<file path="src/rtl/inst_fetch.sv">
// Instruction fetch front-end: drives the page-cache read port and queues
// returned words with their PCs for decode, handling redirects across refills.
module inst_fetch #(
    parameter int          DEPTH    = 4,
    parameter logic [31:0] RESET_PC = 32'h0000_0000
) (
    input  logic        CLK,
    input  logic        RST,
    input  logic        FLUSH,
    input  logic [31:0] NEW_PC,
    output logic        RDEN,
    output logic [31:0] RADDR,
    output logic [31:0] HIT_CHECK,
    input  logic        HIT_CHECK_RESULT,
    input  logic        RVALID,
    input  logic [31:0] RDATA,
    output logic        INST_VALID,
    output logic [31:0] INST_PC,
    output logic [31:0] INST,
    input  logic        INST_READY,
    output logic [31:0] MISS_CYCLES
);

    localparam int PW = $clog2(DEPTH);
    localparam int CW = PW + 1;

    typedef enum logic [1:0] {
        S_FETCH,
        S_MISS,
        S_MISS_REDIR
    } state_t;

    state_t         state_q, state_d;
    logic [31:0]    fetch_pc_q, fetch_pc_d;
    logic [31:0]    redir_pc_q, redir_pc_d;
    logic [31:0]    miss_q, miss_d;
    logic [PW-1:0]  rd_ptr_q, rd_ptr_d;
    logic [PW-1:0]  wr_ptr_q, wr_ptr_d;
    logic [CW-1:0]  count_q, count_d;
    logic [31:0]    pc_mem [DEPTH];
    logic [31:0]    inst_mem [DEPTH];

    logic        push;
    logic        pop;
    logic        clear;
    logic [31:0] new_pc;

    assign new_pc = {NEW_PC[31:2], 2'b00};

    // A refill in progress keeps RDEN high regardless of FIFO occupancy.
    assign RDEN = !RST && ((state_q != S_FETCH) || (count_q != CW'(DEPTH)));
    assign RADDR       = fetch_pc_q;
    assign HIT_CHECK   = fetch_pc_q;
    assign INST_VALID  = (count_q != '0);
    assign INST_PC     = pc_mem[rd_ptr_q];
    assign INST        = inst_mem[rd_ptr_q];
    assign MISS_CYCLES = miss_q;

    assign pop = INST_VALID && INST_READY && !FLUSH;

    always_comb begin
        state_d    = state_q;
        fetch_pc_d = fetch_pc_q;
        redir_pc_d = redir_pc_q;
        push       = 1'b0;
        clear      = 1'b0;
        unique case (state_q)
            S_FETCH: begin
                if (RDEN && !RVALID) begin
                    state_d = S_MISS;
                    if (FLUSH) begin
                        clear      = 1'b1;
                        redir_pc_d = new_pc;
                        state_d    = S_MISS_REDIR;
                    end
                end else if (FLUSH) begin
                    clear      = 1'b1;
                    fetch_pc_d = new_pc;
                end else if (RDEN) begin
                    push       = 1'b1;
                    fetch_pc_d = fetch_pc_q + 32'd4;
                end
            end
            S_MISS: begin
                if (RVALID) begin
                    state_d = S_FETCH;
                    if (FLUSH) begin
                        clear      = 1'b1;
                        fetch_pc_d = new_pc;
                    end else begin
                        push       = 1'b1;
                        fetch_pc_d = fetch_pc_q + 32'd4;
                    end
                end else if (FLUSH) begin
                    clear      = 1'b1;
                    redir_pc_d = new_pc;
                    state_d    = S_MISS_REDIR;
                end
            end
            S_MISS_REDIR: begin
                clear = FLUSH;
                if (RVALID) begin
                    state_d    = S_FETCH;
                    fetch_pc_d = FLUSH ? new_pc : redir_pc_q;
                end else if (FLUSH) begin
                    redir_pc_d = new_pc;
                end
            end
            default: state_d = S_FETCH;
        endcase
    end

    always_comb begin
        rd_ptr_d = rd_ptr_q;
        wr_ptr_d = wr_ptr_q;
        count_d  = count_q;
        if (clear) begin
            rd_ptr_d = '0;
            wr_ptr_d = '0;
            count_d  = '0;
        end else begin
            rd_ptr_d = rd_ptr_q + PW'(pop);
            wr_ptr_d = wr_ptr_q + PW'(push);
            count_d  = count_q + CW'(push) - CW'(pop);
        end
        miss_d = miss_q + 32'(RDEN && !HIT_CHECK_RESULT);
    end

    always_ff @(posedge CLK) begin
        if (RST) begin
            state_q    <= S_FETCH;
            fetch_pc_q <= RESET_PC;
            redir_pc_q <= '0;
            miss_q     <= '0;
            rd_ptr_q   <= '0;
            wr_ptr_q   <= '0;
            count_q    <= '0;
        end else begin
            state_q    <= state_d;
            fetch_pc_q <= fetch_pc_d;
            redir_pc_q <= redir_pc_d;
            miss_q     <= miss_d;
            rd_ptr_q   <= rd_ptr_d;
            wr_ptr_q   <= wr_ptr_d;
            count_q    <= count_d;
        end
    end

    always_ff @(posedge CLK) begin
        if (push) begin
            pc_mem[wr_ptr_q]   <= fetch_pc_q;
            inst_mem[wr_ptr_q] <= RDATA;
        end
    end

endmodule

</file>
<file path="config.mk">
export PLATFORM = sky130hd
export DESIGN_NAME = inst_fetch
export DESIGN_NICKNAME = d
export VERILOG_FILES = /design/src/rtl/inst_fetch.sv
export SDC_FILE = /design/constraint.sdc
export NUM_CORES = 1
export LEC_CHECK = 0
export ABC_AREA = 1
export BUFFER_PORTS_ARGS = -buffer_cell sky130_fd_sc_hd__buf_2
export CAP_MARGIN = 20
export CORE_ASPECT_RATIO = 0.5
export CORE_MARGIN = 5
export CORE_UTILIZATION = 59
export CTS_BUF_LIST = sky130_fd_sc_hd__clkbuf_8
export DETAILED_ROUTE_END_ITERATION = 10
export HOLD_SLACK_MARGIN = 0.12
export PLACE_DENSITY = 0.89
export SLEW_MARGIN = 20
export SYNTH_ARGS = -nofsm -noshare
export SYNTH_HDL_FRONTEND = slang
export SYNTH_SLANG_ARGS = --single-unit
export TNS_END_PERCENT = 50
</file>
<file path="constraint.sdc">
create_clock -name CLK -period 9.3 [get_ports CLK]
set_clock_uncertainty 0.1 [all_clocks]
set_input_delay 1.86 -clock CLK [delete_from_list [all_inputs] [get_ports CLK]]
set_output_delay 1.86 -clock CLK [all_outputs]
set_load 0.03 [all_outputs]
</file>
==> impl_metrics.ini <==
[cells_and_area]
regArea_um2 = 9790
multi_input_area_um2 = 4890
n_fill_cell = 1929
drive_gt1_share_pct = 19.0
synthToLayoutAreaGrowth_pct = 12.8
final_cells = 2150
layout.nets = 1844

[timing]
max_freq_mhz = 189
tns_ns = 0
slew_headroom_pct = 29.3
setup_viol = 0
slew_viol_final = 0
hold_violations = 0
tightest_slew_ns = 1.06
rsz0062_at_grt = no
fin_crit_ns = 5.30
period_share_pct = 57.0

[routing]
drtIter0Drc = 1216
drtPass1Iterations = 6
wl_um = 38000
drc_errors = 0
postRouteAntennaNets = 0
wl_per_cell_um = 17.7
routed_via_density = 5.62
route.vias.total = 12100

[setup_path]
worstPathMaxFanout = 54
crit_start = RST
max_stage_delay_ns = 0.42
start_kind = input port
slowest_stage = buf_4
path_class = in2out
worstSetupEndpointType = output port
r2r_slack_ns = 5.83
reg2reg_from = state_q[0]
worstPathRequired_ns = 7.34
r2r-end = pc_mem[0][31]
r2r_cells = 8
crit_chain = buf_2 > buf_4 > inv_2 > buf_4 > nand2_2 > inv_2 > buf_2
worstPathArrival_ns = 3.34

[clock_tree]
clk-insertion-delay-late_ns = 0.60
cts.sinks = 361
root_buffer = clkbuf_8
cts_setup_buffers = 0
htree_num_levels = 2
numCtsBuffers = 48
clockBufferDepth = 3
clk_pin_slew_worst_paths_ns = 0.07
post_cts_resized = 0
postCtsHoldBufs = 0
cts_tree = built

[power]
power_density_nw_per_um2 = 215
vdd_drop_max_mv = 0.114
p_leak_nw = 6.78
total_power_mw = 3.78

[place]
portBuffers = 229
dp_cells = 2064
gp_congestion = 0.932
dp_hpwl_um = 23300

[synthesis]
synthTopCellsByCount = 274 x nand2_1, 256 x edfxtp_1, 256 x nor2_1, 155 x o21ai_0, 105 x dfxtp_1
yosysSeqAreaShare_pct = 62.7
synthMostInstantiatedCell = nand2_1
synthArstFlopShare_pct = 0
synth_top_cell_by_area = edfxtp_1
syn_area_um2 = 15600
syn_inst = 1580
yosys_register_bits = 361
synth-edff-count = 256
synth.area.top_cells = edfxtp_1 49%, dfxtp_1 13%, nand2_1 6.6%
ys_types = 39
synth_top_cell_area_share_pct = 49.3
yosys_warnings = 0
dominantRegCellSynth = edfxtp_1
syn_avg_cell_area_um2 = 9.87
synth_fp_nets = 1662

[die]
start_util_pct = 59.5
dieHeight_um = 125
rows = 42
core_um2 = 26200
die_w_um = 240
dieArea_um2 = 30000
io_pins = 232

[worst_hold_path]
hold_path_class = reg2reg
whs_endpoint = redir_pc_q[0]
min_path_cells = 2
hp-start = redir_pc_q[0]

[global_route]
grt.overflow.total = 0
grt_max_degree = 109
grt_use_total_pct = 24.7
antenna_found_initial = 8
grt_pass1_wl_um = 59700
grt_pass1_vias = 11600

[outcome]
status = completed

[run]
drv_cap = 0
[cell families (layout without fill, tap and decap cells)]
family	count (synthesis)	count (layout)	share of synthesized area (%)
flops	361	361	62.7
fa+ha+maj	12	12	1.01
xor+xnor	19	19	1.07
buf+inv	200	417	6.03
compound gates	320	320	11.3
simple gates	668	668	17.9
other cells	0	1	0
[where the power goes]
group | switching [mW] | leakage (nW) | internal [mW]
registers | 0.137 | 3.20 | 1.84
logic | 0.483 | 3.06 | 0.185
clock network | 0.587 | 0.527 | 0.544
[metrics by stage]
stage	cell area [um^2]	hold slack [ns]	util [%]	worst slack, ns
detailed placement	16700	0.345	63.7	3.70
finish	17600	0.355	67.1	4.00
CTS	17600	0.355	67.1	4.00
global placement	16700	0.338	63.7	3.76
global route	17600	0.382	67.1	3.88
floorplan	15600	0.322	-	1.79
[final cells by class]
type	instances	share of cell area, %
Tap cell	352	2.50
Timing Repair Buffer	241	7.03
Sequential cell	361	55.7
Antenna cell	1	0.0142
Clock inverter	33	0.981
Inverter	91	1.95
Clock buffer	52	4.07
Multi-Input combinational cell	1019	27.8
[metal layers]
metal / routed length [um] / track usage, % / vias to the layer above / share of wire [%]
met1: 15100 / 31.9 / 5706 / 40
met3: 2920 / 5.63 / 120 / 7.7
li1: - / - / 5757 / -
met5: 88 / 0 / - / 0.23
met4: 1370 / 9.17 / 14 / 3.6
met2: 18600 / 41.2 / 492 / 49
[worst max-delay path, delay by kind of cell]
family	cells	cell delay, ns
and+or+nand+nor	1	0.20
buffers and inverters	6	1.21
[cells in the final DEF (no fill, tap or decap), drive strengths merged]
master and count:
a211oi 1, a21oi 78, a22o 16, and2 1, buf 241, bufinv 1, clkbuf 52, clkinv 13
dfxtp 105, diode 1, edfxtp 256, fa 1, ha 11, inv 110, nand2 280, nand3 75
nand3b 4, nand4 10, nor2 270, nor3 22, nor4 1, o211ai 2, o21a 1, o21ai 156
o21bai 2, o22ai 64, or2 5, xnor2 4, xor2 15
[state kept, by name (all words and copies together), names as in the netlist]
name and count:
HIT_CHECK 32, MISS_CYCLES 32, count_q 3, inst_mem 128
pc_mem 128, rd_ptr_q 2, redir_pc_q 32, state_q 2
wr_ptr_q 2
[how the worst max path moves through the flow]
| stage | end | slack, ns |
|---|---|---|
| after floorplan | inst_mem[0][0] | 1.79 |
| after global placement | inst_mem[0][14] | 3.76 |
| after detailed placement | inst_mem[0][14] | 3.70 |
| after CTS | RDEN | 4.00 |
| after global routing | RDEN | 3.88 |
| final | RDEN | 4.00 |
(Power assumes the default switching activity.)
